--- src/rtl/inst_fetch_ctrl_pkg.sv ---
// Shared widths and state encoding for the instruction fetch controller.
package inst_fetch_ctrl_pkg;

  localparam int unsigned InstAddrBus = 32;  // instruction address width
  localparam int unsigned InstBus     = 32;  // instruction word width
  localparam int unsigned ByteBus     = 8;   // memory return width

  // IDLE   : serve hits, launch a refill on a miss
  // FETCH  : issue byte addresses and assemble returned bytes
  // WRITE  : one cycle of cache fill plus delivery to IF
  // DRAIN  : swallow returns still owed by memory after a flush
  typedef enum logic [1:0] {
    ST_IDLE  = 2'd0,
    ST_FETCH = 2'd1,
    ST_WRITE = 2'd2,
    ST_DRAIN = 2'd3
  } fetch_state_e;

endpackage

--- src/rtl/inst_fetch_ctrl_if.sv ---
// Byte-wide memory request/return channel between the fetch controller and memory.
interface inst_fetch_ctrl_if;
  import inst_fetch_ctrl_pkg::*;

  logic                   mem_req_o;
  logic [InstAddrBus-1:0] mem_addr_o;
  logic                   mem_gnt_i;
  logic                   mem_rvalid_i;
  logic [ByteBus-1:0]     mem_data_i;

  // Fetch controller side.
  modport master (
    output mem_req_o,
    output mem_addr_o,
    input  mem_gnt_i,
    input  mem_rvalid_i,
    input  mem_data_i
  );

  // Memory side.
  modport slave (
    input  mem_req_o,
    input  mem_addr_o,
    output mem_gnt_i,
    output mem_rvalid_i,
    output mem_data_i
  );

endinterface

--- src/rtl/inst_fetch_ctrl.sv ---
// Instruction fetch controller: zero-latency cache hits, byte-serial refill on
// a miss with overlapped issue/return, flush with drain of outstanding returns.
module inst_fetch_ctrl
  import inst_fetch_ctrl_pkg::*;
#(
  // Bytes per instruction, little-endian; at most InstBus/ByteBus.
  parameter int unsigned INST_BYTES = 4
) (
  input  logic                   clk,
  input  logic                   rst,
  input  logic                   rdy,
  input  logic                   req_i,
  input  logic [InstAddrBus-1:0] pc_i,
  input  logic                   flush_i,
  output logic                   inst_valid_o,
  output logic [InstBus-1:0]     inst_o,
  output logic [InstAddrBus-1:0] rpc_o,
  input  logic                   hit_i,
  input  logic [InstBus-1:0]     cinst_i,
  output logic                   we_o,
  output logic [InstAddrBus-1:0] wpc_o,
  output logic [InstBus-1:0]     winst_o,
  inst_fetch_ctrl_if.master      mem
);

  localparam int unsigned      CntW     = $clog2(INST_BYTES + 1);
  localparam logic [CntW-1:0]  NumBytes = CntW'(INST_BYTES);
  localparam logic [CntW-1:0]  LastByte = CntW'(INST_BYTES - 1);

  fetch_state_e           state_q, state_d;
  logic [CntW-1:0]        issued_q, issued_d;
  logic [CntW-1:0]        received_q, received_d;
  logic [InstBus-1:0]     buf_q, buf_d;
  logic [InstAddrBus-1:0] pc_q, pc_d;
  logic [CntW-1:0]        recv_sum;

  // The cache is always looked up with the live fetch address.
  assign rpc_o = pc_i;

  // Next-state, counter, byte-assembly and output decode.
  always_comb begin
    // NOTE: every signal written here gets a default first so no path can
    // leave one unassigned, which would otherwise infer a latch.
    state_d          = state_q;
    issued_d         = issued_q;
    received_d       = received_q;
    buf_d            = buf_q;
    pc_d             = pc_q;
    inst_valid_o     = 1'b0;
    inst_o           = '0;
    we_o             = 1'b0;
    wpc_o            = '0;
    winst_o          = '0;
    mem.mem_req_o    = 1'b0;
    mem.mem_addr_o   = '0;
    recv_sum         = received_q + CntW'(mem.mem_rvalid_i);

    // Reset masks every output; rdy low holds all state at its defaults.
    if (rst && rdy) begin
      // A redirect throws away any partly assembled instruction.
      if (flush_i) begin
        buf_d = '0;
      end

      unique case (state_q)
        ST_IDLE: begin
          if (req_i && !flush_i) begin
            if (hit_i) begin
              inst_valid_o = 1'b1;
              inst_o       = cinst_i;
            end else begin
              pc_d       = pc_i;
              issued_d   = '0;
              received_d = '0;
              buf_d      = '0;
              state_d    = ST_FETCH;
            end
          end
        end

        ST_FETCH: begin
          if (flush_i) begin
            // Bytes still owed by memory must be swallowed before going idle.
            received_d = recv_sum;
            state_d    = (issued_q > recv_sum) ? ST_DRAIN : ST_IDLE;
          end else begin
            if (issued_q < NumBytes) begin
              mem.mem_req_o  = 1'b1;
              mem.mem_addr_o = pc_q + InstAddrBus'(issued_q);
              if (mem.mem_gnt_i) begin
                issued_d = issued_q + CntW'(1);
              end
            end
            if (mem.mem_rvalid_i) begin
              for (int k = 0; k < INST_BYTES; k++) begin
                if (received_q == CntW'(k)) begin
                  buf_d[ByteBus*k +: ByteBus] = mem.mem_data_i;
                end
              end
              received_d = recv_sum;
              if (received_q == LastByte) begin
                state_d = ST_WRITE;
              end
            end
          end
        end

        ST_WRITE: begin
          if (!flush_i) begin
            we_o         = 1'b1;
            wpc_o        = pc_q;
            winst_o      = buf_q;
            inst_valid_o = 1'b1;
            inst_o       = buf_q;
          end
          state_d = ST_IDLE;
        end

        ST_DRAIN: begin
          received_d = recv_sum;
          if (recv_sum == issued_q) begin
            state_d = ST_IDLE;
          end
        end

        default: state_d = ST_IDLE;
      endcase
    end
  end

  // State, counters, byte buffer and latched fetch address.
  always_ff @(posedge clk or negedge rst) begin
    if (!rst) begin
      // NOTE: the byte buffer is a handful of flops, not a RAM, so it is
      // reset with the rest of the state; a fresh refill never sees stale data.
      state_q    <= ST_IDLE;
      issued_q   <= '0;
      received_q <= '0;
      buf_q      <= '0;
      pc_q       <= '0;
    end else begin
      // NOTE: non-blocking assignments keep every register sampling the
      // pre-edge values, independent of statement order.
      state_q    <= state_d;
      issued_q   <= issued_d;
      received_q <= received_d;
      buf_q      <= buf_d;
      pc_q       <= pc_d;
    end
  end

endmodule
--- src/flat_wrapper.sv ---
// flat-port wrapper written by rule: the top's interface ports become plain ports
module inst_fetch_ctrl_flat import inst_fetch_ctrl_pkg::*;
#(
                                                                   
  parameter int unsigned INST_BYTES = 4
)
  (clk, rst, rdy, req_i, pc_i, flush_i, inst_valid_o, inst_o, rpc_o, hit_i, cinst_i, we_o, wpc_o, winst_o, mem_mem_req_o, mem_mem_addr_o, mem_mem_gnt_i, mem_mem_rvalid_i, mem_mem_data_i);
  inst_fetch_ctrl_if mem_i ();
  input  logic clk;
  input  logic rst;
  input  logic rdy;
  input  logic req_i;
  input  logic [InstAddrBus-1:0] pc_i;
  input  logic flush_i;
  output logic inst_valid_o;
  output logic [InstBus-1:0] inst_o;
  output logic [InstAddrBus-1:0] rpc_o;
  input  logic hit_i;
  input  logic [InstBus-1:0] cinst_i;
  output logic we_o;
  output logic [InstAddrBus-1:0] wpc_o;
  output logic [InstBus-1:0] winst_o;
  output wire logic [$bits(mem_i.mem_req_o)-1:0] mem_mem_req_o;
  output wire logic [$bits(mem_i.mem_addr_o)-1:0] mem_mem_addr_o;
  input wire logic [$bits(mem_i.mem_gnt_i)-1:0] mem_mem_gnt_i;
  input wire logic [$bits(mem_i.mem_rvalid_i)-1:0] mem_mem_rvalid_i;
  input wire logic [$bits(mem_i.mem_data_i)-1:0] mem_mem_data_i;
  assign mem_mem_req_o = mem_i.mem_req_o;
  assign mem_mem_addr_o = mem_i.mem_addr_o;
  assign mem_i.mem_gnt_i = mem_mem_gnt_i;
  assign mem_i.mem_rvalid_i = mem_mem_rvalid_i;
  assign mem_i.mem_data_i = mem_mem_data_i;
  inst_fetch_ctrl #(.INST_BYTES(INST_BYTES)) u_core (.clk(clk), .rst(rst), .rdy(rdy), .req_i(req_i), .pc_i(pc_i), .flush_i(flush_i), .inst_valid_o(inst_valid_o), .inst_o(inst_o), .rpc_o(rpc_o), .hit_i(hit_i), .cinst_i(cinst_i), .we_o(we_o), .wpc_o(wpc_o), .winst_o(winst_o), .mem(mem_i));
endmodule
--- config.mk ---
export PLATFORM = sky130hd
export DESIGN_NAME = inst_fetch_ctrl_flat
export DESIGN_NICKNAME = d
export VERILOG_FILES = /design/src/rtl/inst_fetch_ctrl_pkg.sv /design/src/rtl/inst_fetch_ctrl_if.sv /design/src/rtl/inst_fetch_ctrl.sv /design/src/flat_wrapper.sv
export SDC_FILE = /design/constraint.sdc
export NUM_CORES = 1
export LEC_CHECK = 0
export BUFFER_PORTS_ARGS = -buffer_cell sky130_fd_sc_hd__buf_4
export CELL_PAD_IN_SITES_DETAIL_PLACEMENT = 1
export CELL_PAD_IN_SITES_GLOBAL_PLACEMENT = 1
export CORE_MARGIN = 5
export CORE_UTILIZATION = 36
export DETAILED_ROUTE_END_ITERATION = 6
export HOLD_SLACK_MARGIN = 0.1
export PLACE_DENSITY = 0.85
export SLEW_MARGIN = 20
export SYNTH_ARGS = -nofsm -noshare
export SYNTH_HDL_FRONTEND = slang
export SYNTH_SLANG_ARGS = --single-unit
--- constraint.sdc ---
create_clock -name clk -period 5.8 [get_ports clk]
set_input_delay 1.16 -clock clk [delete_from_list [all_inputs] [get_ports clk]]
set_output_delay 1.16 -clock clk [all_outputs]
set_load 0.02 [all_outputs]
; Word level (Yosys, flattened, before mapping)
; Index checks and enable logic that the tools add are counted.
[classes]
n_reduce_logical = 11
n_eq_ne = 15
mux = 51
order_cmp = 2
bitwise = 1
n_addsub = 3
[ops]
columns = cell, count
row1 = two-way mux 32 bit, 17
row2 = case mux 32 bit (2 select lines), 2
row3 = adder 32 x 3 -> 32 bit, 1
row4 = two-way mux 8 bit, 4
row5 = two-way mux 3 bit, 7
row6 = two-way mux 2 bit, 7
row7 = two-way mux 1 bit, 10
row8 = case mux 3 bit (3 select lines), 1
row9 = case mux 2 bit (4 select lines), 1
row10 = AND reduction 7 bit, 1
row11 = equality test 3 x 2 -> 1 bit (second input constant), 2
row12 = inequality test 2 x 1 -> 1 bit (second input constant), 3
row13 = inequality test 2 bit (second input constant), 3
row14 = case mux 3 bit (2 select lines), 1
row15 = AND reduction 6 bit, 1
row16 = AND reduction 5 bit, 1
row17 = equality test 2 bit (second input constant), 2
row18 = AND reduction 4 bit, 1
row19 = adder 3 x 1 -> 3 bit, 1
row20 = adder 3 x 1 -> 3 bit (second input constant), 1
row21 = equality test 3 x 1 -> 1 bit (second input constant), 1
row22 = equality test 3 bit, 1
row23 = greater-than comparator 3 bit, 1
row24 = logical NOT 3 bit, 1
row25 = 11 further kinds, 12
[totals]
output_inout_bits = 163
ff_bits = 72
elab_cells = 88

; Depth between registers and ports, before layout
; Gate-level depths: netlist of the first run.
[depth]
word_depth = 5
ltp_mapped = 9
depth_no_buf = 9

; Worst setup path before layout of the first run
; OpenSTA, ideal clock, no wires.
[synth_path]
path_type = input to output
start = input flush_i
end = output inst_o[22]
t_arrival_ns = 2.724
path_buffers = 3
path_slack_ns = 1.916
path_stages = 6
cell_sequence = clkbuf_1 nor3_1 clkbuf_1 buf_1 a22oi_1 nor2_1
[synth_between]
elab_chain_len = 5
word_cells_on_any_way = 6
classes_between = mux (4) / reduce/logical (2)
[synth_rtl]
columns = item, line_no
row1 = start: declaration, flat_wrapper.sv:14  ; input logic flush_i;
row2 = logical NOT 1 bit, inst_fetch_ctrl.sv:67  ; if (req_i && !flush_i) begin
row3 = logical AND 1 bit, inst_fetch_ctrl.sv:67
row4 = two-way mux 32 bit, inst_fetch_ctrl.sv:67
row5 = case mux 32 bit (2 select lines) *, inst_fetch_ctrl.sv:65  ; unique case (state_q)
row6 = two-way mux 32 bit *, inst_fetch_ctrl.sv:59  ; if (rst && rdy) begin
row7 = end: declaration, flat_wrapper.sv:16  ; output logic [InstBus-1:0] inst_o;
; Mark *: on every way between the ends. The rest lies on a longest branch, timed or not.

; Final worst setup path of the first run
[layout_path]
start = input rst
end = output mem_mem_addr_o[3]
[layout_between]
elab_chain_len = 2
[layout_rtl]
columns = item, line_no
row1 = start: declaration, flat_wrapper.sv:10  ; input logic rst;
row2 = logical AND 1 bit, inst_fetch_ctrl.sv:59
row3 = two-way mux 32 bit, inst_fetch_ctrl.sv:59
row4 = end: declaration, flat_wrapper.sv:24  ; output wire logic [$bits(mem_i.mem_addr_o)-1:0] mem_mem_addr_o;
; Every way passes these cells.

==> results.py, run 1 <==
metrics = {
    "critical_path": {
        "r2r-end": "u_core.state_q[1]$_DFFE_PN0P_",
        "rr_startpoint": "u_core.received_q[0]$_DFFE_PN0P_",
        "regToRegSetupSlack_ns": 3.15,
        "critPathKind": "in -> out",
        "startpoint_type": "input port",
        "crit_arrival_ns": 3.13,
        "required_ns": 4.64,
        "critPathMaxFanout": 40,
        "cp-startpoint": "rst",
        "reg2reg_depth": 8,
        "end_kind": "output pin",
    },
    "run": {
        "drv_cap": 0,
    },
    "cells_and_area": {
        "final_nets": 849,
        "stdcell_count": 944,
        "drive_above_1_share": 0.398,
        "diodes": 0,
        "area_growth_pct": 38.8,
        "register_area_um2": 1800,
        "final.fill_count": 1625,
        "multiInputGateArea_um2": 2780,
    },
    "synthesis": {
        "netlist_area_um2": 5070,
        "avgSynthCellArea_um2": 8.76,
        "synth.distinct_cells": 52,
        "ys_ff_latch": 72,
        "synth_edf_count": 0,
        "synthArstFlopShare": 1.00,
        "ys_seq_area_frac": 0.355,
        "synth_nets": 669,
        "syn_inst": 579,
        "synth_ff_type": "dfrtp_1",
        "yosys_warnings": 0,
    },
    "global_routing": {
        "grt_max_degree": 91,
        "use_met1": 0.282,
        "met3_usage": 0.0502,
        "antenna_found_initial": 0,
        "grt_first_pass_wirelength_um": 30000,
        "top_usage_layer": "met2",
        "grt_use_total": 0.224,
        "grt_overflow": 0,
        "grt_pass1_vias": 5591,
        "use_met2": 0.391,
    },
    "floorplan": {
        "dieWidth_um": 129,
        "die-area_um2": 16600,
        "fp-row-count": 43,
        "initial_core_util": 0.367,
        "coreArea_um2": 13800,
        "io_pins": 243,
        "die_y_um": 129,
    },
    "power_and_ir_drop": {
        "max-vdd-ir-drop_mv": 0.162,
        "p_sw_frac": 0.401,
        "p_switching_uw": 887,
        "clkPwrFrac": 0.262,
        "power_density_nw_per_um2": 314,
        "pwr-share-seq": 0.391,
        "combPwrFrac": 0.348,
        "internal_power_uw": 1320,
        "power_leakage_uw": 0.00352,
    },
    "timing": {
        "fin_crit_ns": 4.29,
        "finalHoldViolCount": 0,
        "max_freq_ghz": 0.233,
        "finalMaxSlewViolations": 0,
        "fin_crit_sh": 0.739,
        "setup_viol": 0,
        "max_slew_margin": 0.446,
        "setup_tns_ns": 0,
        "skew_ns": 0.00627,
        "rsz0062_at_grt": "no",
        "tightest_slew_ns": 0.831,
    },
    "outcome": {
        "status": "finished, final reports clean",
    },
    "clock_network": {
        "clock_sinks": 72,
        "clkLatencyLatePin_ns": 0.34,
        "cts_tree": "yes",
        "cts_buffers": 9,
        "post_cts_buffers": 0,
        "htree_levels": 3,
        "clk_pin_slew_ns": 0.06,
        "clockRootBuffer": "clkbuf_16",
        "clockBufferDepth": 2,
        "postCtsHoldBufs": 0,
        "ctsResizeCount": 0,
    },
    "place": {
        "io_buffers": 242,
        "dp_hpwl_um": 14200,
        "gp_congestion": 0.859,
        "placed_cells": 928,
    },
    "route": {
        "wl_um": 19000,
        "drt_iter0_markers": 252,
        "first_pass_iters": 4,
        "final_antenna_net_count": 0,
        "post-route-drc-count": 0,
        "route.vias.total": 5200,
        "via_per_inst": 5.51,
        "detail_route.wl_per_cell_um": 20.1,
    },
    "hold_path": {
        "hp-class": "reg -> reg",
        "min_to": "u_core.buf_q[29]$_DFFE_PN0P_",
        "hold_start": "u_core.buf_q[29]$_DFFE_PN0P_",
        "hold_depth": 1,
    },
}
-- power by group through the flow --
stage	clock network (uW)	logic [uW]	registers, uW
floorplan	0	556	772
global placement	0	741	848
detailed placement	0	768	863
CTS	585	773	857
global route	609	853	889
finish	578	768	863
-- placed cells by master (no fill, tap or decap), drive strengths merged, types with 2 or more instances in the layout --
cell and instances:
a211o 2, a21oi 7, a22o 9, a22oi 32, a32o 23, and2 4
and3 70, and4 3, buf 248, clkbuf 9, clkinv 2, dfrtp 72
ha 9, inv 22, mux2 26, nand2 31, nand3 10, nand4 3
nor2 73, nor2b 11, nor3 14, nor3b 4, nor4 12, nor4bb 2
o211ai 2, o21ai 17, o31ai 2, or3 2, xnor2 28
-- state kept, by name, summed over array words and instances (netlist names) --
name	flops
u_core.buf_q	32
u_core.pc_q	32
u_core.issued_q	3
u_core.received_q	3
u_core.state_q	2
-- worst max path at each step --
stage                                    to  slack, ns  cells after the start
after global placement    mem_mem_addr_o[3]       1.53                      6
after global routing      mem_mem_addr_o[3]       1.35                      6
final                     mem_mem_addr_o[3]       1.51                      6
after CTS                 mem_mem_addr_o[3]       1.32                      6
after detailed placement  mem_mem_addr_o[3]       1.32                      6
after floorplan                  inst_o[22]       1.92                      6
-- critical path: stages --
cell     delay (ns)
buf_4          0.41
nand2_1        0.21
or3_2          0.76
inv_1          0.22
and3_1         0.19
buf_4          0.15
-- stage by stage --
stage	hold slack (ns)	util	total power, uW	area [um2]	setup WS, ns
2_1_floorplan	0.480	-	1330	5070	1.92
3_3_place_gp	0.503	0.487	1590	6730	1.53
3_5_place_dp	0.509	0.487	1630	6730	1.32
4_1_cts	0.523	0.509	2210	7030	1.32
5_1_grt	0.542	0.509	2350	7040	1.35
6_report	0.516	0.509	2210	7040	1.51
-- Yosys cell counts, types with 2 or more instances --
| cell | count | share of area |
|---|---|---|
| nor2_1 | 73 | 0.054 |
| a21oi_1 | 7 | 0.0069 |
| o31ai_1 | 2 | 0.0030 |
| buf_1 | 3 | 0.0022 |
| nor4bb_1 | 2 | 0.0039 |
| nand3_1 | 8 | 0.0079 |
| buf_2 | 5 | 0.0049 |
| o211ai_1 | 2 | 0.0030 |
| nand2_1 | 31 | 0.023 |
| ha_1 | 9 | 0.022 |
| and2_1 | 4 | 0.0049 |
| o21ai_0 | 16 | 0.016 |
| nand3_2 | 2 | 0.0039 |
| a211o_1 | 2 | 0.0035 |
| xnor2_1 | 28 | 0.048 |
| clkbuf_1 | 36 | 0.027 |
| a22oi_1 | 32 | 0.047 |
| a32o_1 | 23 | 0.045 |
| nor3b_1 | 4 | 0.0059 |
| nor4_1 | 10 | 0.012 |
| buf_4 | 32 | 0.047 |
| nor2b_1 | 11 | 0.014 |
| inv_1 | 19 | 0.014 |
| and4_1 | 3 | 0.0052 |
| mux2_2 | 25 | 0.056 |
| nand4_1 | 3 | 0.0037 |
| nor4_4 | 2 | 0.0084 |
| and3_1 | 69 | 0.085 |
| nor3_1 | 14 | 0.014 |
| a22o_1 | 9 | 0.016 |
| dfrtp_1 | 72 | 0.36 |
-- kinds of logic after synthesis --
group | after synthesis | synth area share
mux | 26 | 0.0577
flops | 72 | 0.355
simple gates | 243 | 0.257
buf+inv | 98 | 0.101
compound gates | 102 | 0.154
xor+xnor | 28 | 0.0483
fa+ha+maj | 10 | 0.0261
-- metal layers --
metal | wire length, um | vias up | share of wire
met5 | 0 | - | 0
met2 | 9500 | 215 | 0.50
met1 | 7760 | 2573 | 0.41
met4 | 199 | 0 | 0.010
met3 | 1570 | 13 | 0.082
li1 | - | 2399 | -
-- layout make-up --
cell class / instances / share of cell area
well taps: 180 / 0.0320
clock buffers: 9 / 0.0320
inverters: 19 / 0.0101
clock inverters: 7 / 0.0110
flip-flops and latches: 72 / 0.256
repair buffers: 248 / 0.264
multi-input cells: 409 / 0.394
Power figures use the tool's default switching activity.
==> inputs of run 2 (changes only) <==
--- a/config.mk
+++ b/config.mk
@@ -9,10 +9,10 @@
 export CELL_PAD_IN_SITES_DETAIL_PLACEMENT = 1
 export CELL_PAD_IN_SITES_GLOBAL_PLACEMENT = 1
 export CORE_MARGIN = 5
-export CORE_UTILIZATION = 36
+export CORE_UTILIZATION = 34
 export DETAILED_ROUTE_END_ITERATION = 6
 export HOLD_SLACK_MARGIN = 0.1
-export PLACE_DENSITY = 0.85
+export PLACE_DENSITY = 0.81
 export SLEW_MARGIN = 20
 export SYNTH_ARGS = -nofsm -noshare
 export SYNTH_HDL_FRONTEND = slang
==> constraint.sdc (replaced) <==
create_clock -name clk -period 4.5 [get_ports clk]
set_input_delay 0.9 -clock clk [delete_from_list [all_inputs] [get_ports clk]]
set_output_delay 0.9 -clock clk [all_outputs]
set_load 0.02 [all_outputs]
==> run 2 against run 1 <==
- count of clock-buffer cells in the layout is 1 higher
- cell count is 0.42% higher
- clock skew grew 0.0015 ns
- largest cell class unchanged
- largest power group unchanged
- highest routed layer is now met5
==> results.py, run 2 (synthesis gave the netlist of run 1 again) <==
metrics = {
    "timing": {
        "finalHoldViolCount": 0,
        "tightest_slew_ns": 0.942,
        "setup_viol": 0,
        "setup_tns_ns": 0,
        "max_slew_margin": 0.372,
        "max_freq_ghz": 0.261,
        "finalMaxSlewViolations": 0,
        "fin_crit_sh": 0.850,
        "fin_crit_ns": 3.83,
        "skew_ns": 0.00773,
        "rsz0062_at_grt": "no",
    },
    "clock_network": {
        "clkLatencyLatePin_ns": 0.34,
        "postCtsHoldBufs": 0,
        "clk_pin_slew_ns": 0.06,
        "htree_levels": 3,
        "cts_buffers": 9,
        "post_cts_buffers": 0,
        "clock_sinks": 72,
        "clockRootBuffer": "clkbuf_16",
        "cts_tree": "yes",
        "ctsResizeCount": 0,
        "clockBufferDepth": 2,
    },
    "cells_and_area": {
        "multiInputGateArea_um2": 2780,
        "area_growth_pct": 39.6,
        "final.fill_count": 1697,
        "layout_common_cells": "buf_4 (249), nor2_1 (73), dfrtp_1 (72), and3_1 (69), a22oi_1 (32)",
        "layout_commonest_cell": "buf_4",
        "reg_top3": "u_core.buf_q: 32 flops, u_core.pc_q: 32 flops",
        "register_area_um2": 1800,
        "drive_above_1_share": 0.395,
        "diodes": 0,
        "final_nets": 850,
    },
    "critical_path": {
        "rr_startpoint": "u_core.received_q[0]$_DFFE_PN0P_",
        "critPathMaxFanout": 31,
        "required_ns": 3.60,
        "critPathKind": "reg -> out",
        "reg2reg_depth": 8,
        "crit_arrival_ns": 2.93,
        "r2r-end": "u_core.state_q[1]$_DFFE_PN0P_",
        "regToRegSetupSlack_ns": 1.78,
        "end_kind": "output pin",
        "startpoint_type": "flip-flop",
        "cp-startpoint": "u_core.state_q[0]$_DFFE_PN0P_",
    },
    "place": {
        "gp_congestion": 0.864,
        "dp_hpwl_um": 14200,
        "io_buffers": 242,
    },
    "hold_path": {
        "hp-class": "reg -> reg",
        "hold_start": "u_core.buf_q[11]$_DFFE_PN0P_",
        "min_to": "u_core.buf_q[11]$_DFFE_PN0P_",
        "hold_depth": 1,
    },
    "power_and_ir_drop": {
        "combPwrFrac": 0.336,
        "p_switching_uw": 1110,
        "power_leakage_uw": 0.00353,
        "internal_power_uw": 1810,
        "total_power_uw": 2920,
        "p_sw_frac": 0.381,
        "max-vdd-ir-drop_mv": 0.186,
        "power_density_nw_per_um2": 412,
        "clkPwrFrac": 0.284,
        "pwr-share-seq": 0.380,
    },
    "route": {
        "route.vias.total": 5181,
        "first_pass_iters": 5,
        "via_per_inst": 5.47,
        "post-route-drc-count": 0,
        "drt_iter0_markers": 284,
        "final_antenna_net_count": 0,
        "wl_um": 19100,
        "detail_route.wl_per_cell_um": 20.2,
    },
    "global_routing": {
        "grt_max_degree": 91,
        "grt_first_pass_wirelength_um": 30300,
        "antenna_found_initial": 1,
        "grt_pass1_vias": 5588,
        "grt_use_total": 0.212,
        "grt_overflow": 0,
    },
    "run": {
        "drv_cap": 0,
    },
    "floorplan": {
        "fp-row-count": 44,
        "die_y_um": 132,
        "initial_core_util": 0.348,
        "dieWidth_um": 132,
        "die-area_um2": 17500,
        "coreArea_um2": 14600,
        "io_pins": 243,
    },
    "outcome": {
        "status": "finished, final reports clean",
    },
}
run 2: critical path, stage by stage, from the launching register on:
cell and delay [ns]:
dfrtp_1 0.68, nor2b_1 0.43, nand2_1 0.15, or3_2 0.79, nor3_1 0.33, buf_4 0.19
run 2: per-stage QoR:
stage,hold WS [ns],cells,area [um2],util,worst slack (ns)
6_report,0.525,948,7080,0.486,0.675
5_1_grt,0.541,948,7080,0.486,0.450
4_1_cts,0.528,948,7080,0.485,0.577
3_5_place_dp,0.515,933,6740,0.462,0.841
3_3_place_gp,0.502,933,6740,0.462,0.959
2_1_floorplan,0.480,579,5070,-,1.14
run 2: metal layers:
metal	vias to the layer above	global-route usage	wire, um
li1	2406	-	-
met2	188	0.369	9560
met3	26	0.0565	1280
met5	-	0	13
met1	2559	0.254	7930
met4	2	0.0646	342
run 2: cell type report:
| class | count | area share |
|---|---|---|
| Multi-Input combinational cell | 409 | 0.392 |
| Timing Repair Buffer | 249 | 0.264 |
| Sequential cell | 72 | 0.254 |
| Tap cell | 184 | 0.0325 |
| Clock buffer | 10 | 0.0323 |
| Clock inverter | 5 | 0.0150 |
| Inverter | 19 | 0.0101 |
run 2: power groups by stage:
stage | combinational, uW | clock (uW) | sequential, uW
finish | 982 | 829 | 1110
global route | 1090 | 873 | 1150
floorplan | 717 | 0 | 996
CTS | 992 | 844 | 1110
global placement | 953 | 0 | 1100
detailed placement | 981 | 0 | 1120
run 2: worst max-delay path by stage:
stage,slack [ns],cells past startpoint,endpoint
floorplan,1.14,6,inst_o[22]
global placement,0.96,7,mem_mem_addr_o[3]
detailed placement,0.84,7,mem_mem_addr_o[3]
CTS,0.58,5,mem_mem_addr_o[2]
global route,0.45,6,mem_mem_addr_o[3]
finish,0.67,5,mem_mem_addr_o[2]
==> inputs of run 3 (changes only) <==
--- a/config.mk
+++ b/config.mk
@@ -8,6 +8,7 @@
 export BUFFER_PORTS_ARGS = -buffer_cell sky130_fd_sc_hd__buf_4
 export CELL_PAD_IN_SITES_DETAIL_PLACEMENT = 1
 export CELL_PAD_IN_SITES_GLOBAL_PLACEMENT = 1
+export CORE_ASPECT_RATIO = 0.75
 export CORE_MARGIN = 5
 export CORE_UTILIZATION = 34
 export DETAILED_ROUTE_END_ITERATION = 6
==> run 3 against run 2 <==
- global-route usage up 0.52 points
- first-iteration DRC count increased by 24%
- design area did not move
- sequential power about the same
- fmax rose by 1.0%
- combinational power grew 4%
- via count down 0.56%
- setup slack better by 0.038 ns
- clock skew down 0.00093 ns
==> results.py, run 3 (synthesis gave the netlist of run 1 again) <==
metrics = {
    "outcome": {
        "status": "finished, final reports clean",
    },
    "clock_network": {
        "clockRootBuffer": "clkbuf_16",
        "clk_pin_slew_ns": 0.06,
        "clkLatencyLatePin_ns": 0.34,
        "cts_buffers": 9,
        "postCtsHoldBufs": 0,
        "htree_levels": 3,
        "post_cts_buffers": 0,
        "clock_sinks": 72,
        "cts_tree": "yes",
        "clockBufferDepth": 2,
        "ctsResizeCount": 0,
    },
    "cells_and_area": {
        "layout_common_cells": "buf_4 (251), nor2_1 (73), dfrtp_1 (72), and3_1 (69), a22oi_1 (32)",
        "final_nets": 852,
        "drive_above_1_share": 0.398,
        "stdcell_count": 967,
        "reg_top3": "u_core.buf_q: 32 flops, u_core.pc_q: 32 flops",
        "register_area_um2": 1800,
        "multiInputGateArea_um2": 2770,
        "final.fill_count": 1747,
        "diodes": 0,
        "area_growth_pct": 39.6,
        "fin_util": 0.487,
        "layout_commonest_cell": "buf_4",
    },
    "global_routing": {
        "grt_use_total": 0.217,
        "grt_first_pass_wirelength_um": 30000,
        "grt_overflow": 0,
        "grt_max_degree": 91,
        "antenna_found_initial": 0,
        "grt_pass1_vias": 5432,
    },
    "timing": {
        "finalHoldViolCount": 0,
        "finalMaxSlewViolations": 0,
        "setup_tns_ns": 0,
        "setup_ws_ns": 0.713,
        "tightest_slew_ns": 0.943,
        "setup_viol": 0,
        "max_slew_margin": 0.371,
        "skew_ns": 0.00680,
        "max_freq_ghz": 0.264,
        "fin_crit_ns": 3.79,
        "rsz0062_at_grt": "no",
        "fin_crit_sh": 0.842,
    },
    "route": {
        "via_per_inst": 5.33,
        "detail_route.wl_per_cell_um": 20.1,
        "route.vias.total": 5152,
        "post-route-drc-count": 0,
        "first_pass_iters": 4,
        "drt_iter0_markers": 353,
        "wl_um": 19500,
        "final_antenna_net_count": 0,
    },
    "floorplan": {
        "fp-row-count": 38,
        "initial_core_util": 0.349,
        "die_y_um": 116,
        "io_pins": 243,
        "dieWidth_um": 151,
        "coreArea_um2": 14500,
        "die-area_um2": 17500,
    },
    "power_and_ir_drop": {
        "max-vdd-ir-drop_mv": 0.226,
        "power_leakage_uw": 0.00352,
        "power_density_nw_per_um2": 402,
        "total_power_uw": 2850,
    },
    "critical_path": {
        "critPathKind": "reg -> out",
        "startpoint_type": "flip-flop",
        "required_ns": 3.60,
        "crit_arrival_ns": 2.89,
        "end_kind": "output pin",
        "critPathMaxFanout": 31,
    },
    "place": {
        "io_buffers": 242,
        "gp_congestion": 0.876,
        "pre_cts_ws_ns": 0.881,
        "dp_hpwl_um": 14800,
        "placed_cells": 951,
    },
    "hold_path": {
        "hp-class": "reg -> reg",
    },
    "run": {
        "drv_cap": 0,
    },
}
[run 3: cell count changes in the layout (fill, tap and decap cells not counted)]
cell / previous run / this run
buf_4: 249 / 251
clkinvlp_4: 1 / 3
clkbuf_1: 1 / 0
inv_6: 0 / 2
o21ai_1: 1 / 2
o21ai_2: 1 / 0
bufinv_16: 3 / 1
[run 3: worst paths after layout]
kind / slack, ns / end / start / cells past startpoint
min in group asynchronous: 0.80 / u_core.pc_q[11]$_DFFE_PN0P_ / rst / 2
worst min-delay path: 0.53 / u_core.buf_q[6]$_DFFE_PN0P_ / u_core.buf_q[6]$_DFFE_PN0P_ / 1
worst max register to register: 1.86 / u_core.state_q[0]$_DFFE_PN0P_ / u_core.received_q[0]$_DFFE_PN0P_ / 8
worst max-delay path: 0.71 / mem_mem_addr_o[3] / u_core.state_q[0]$_DFFE_PN0P_ / 6
worst min register to register: 0.53 / u_core.buf_q[6]$_DFFE_PN0P_ / u_core.buf_q[6]$_DFFE_PN0P_ / 1
max in group asynchronous: 3.08 / u_core.buf_q[7]$_DFFE_PN0P_ / rst / 2
[run 3: where the power goes]
part	internal, uW	switching [uW]
clock	434	304
combinational	448	576
sequential	827	257
[run 3: area by class of cell]
class	count	share of cell area
Clock buffer	9	0.0318
Clock inverter	7	0.0111
Inverter	19	0.0101
Multi-Input combinational cell	409	0.391
Sequential cell	72	0.254
Tap cell	200	0.0353
Timing Repair Buffer	251	0.266
[run 3: stage by stage]
stage          instance area [um2]  hold slack, ns
2_1_floorplan                 5070           0.480
3_3_place_gp                  6780           0.506
3_5_place_dp                  6780           0.512
4_1_cts                       7080           0.526
5_1_grt                       7080           0.545
6_report                      7080           0.528
[run 3: layer usage]
layer,vias to the layer above,global-route usage,wire length [um]
li1,2417,-,-
met2,136,0.375,9780
met5,-,0,0
met4,0,0.0501,233
met3,15,0.0356,982
met1,2584,0.286,8480
[run 3: worst max-delay path, cell delays in order, from the launching register on]
cell	delay, ns
dfrtp_1	0.70
nor2b_1	0.40
nand2_1	0.16
or3_2	0.78
inv_1	0.18
and3_1	0.17
buf_4	0.14
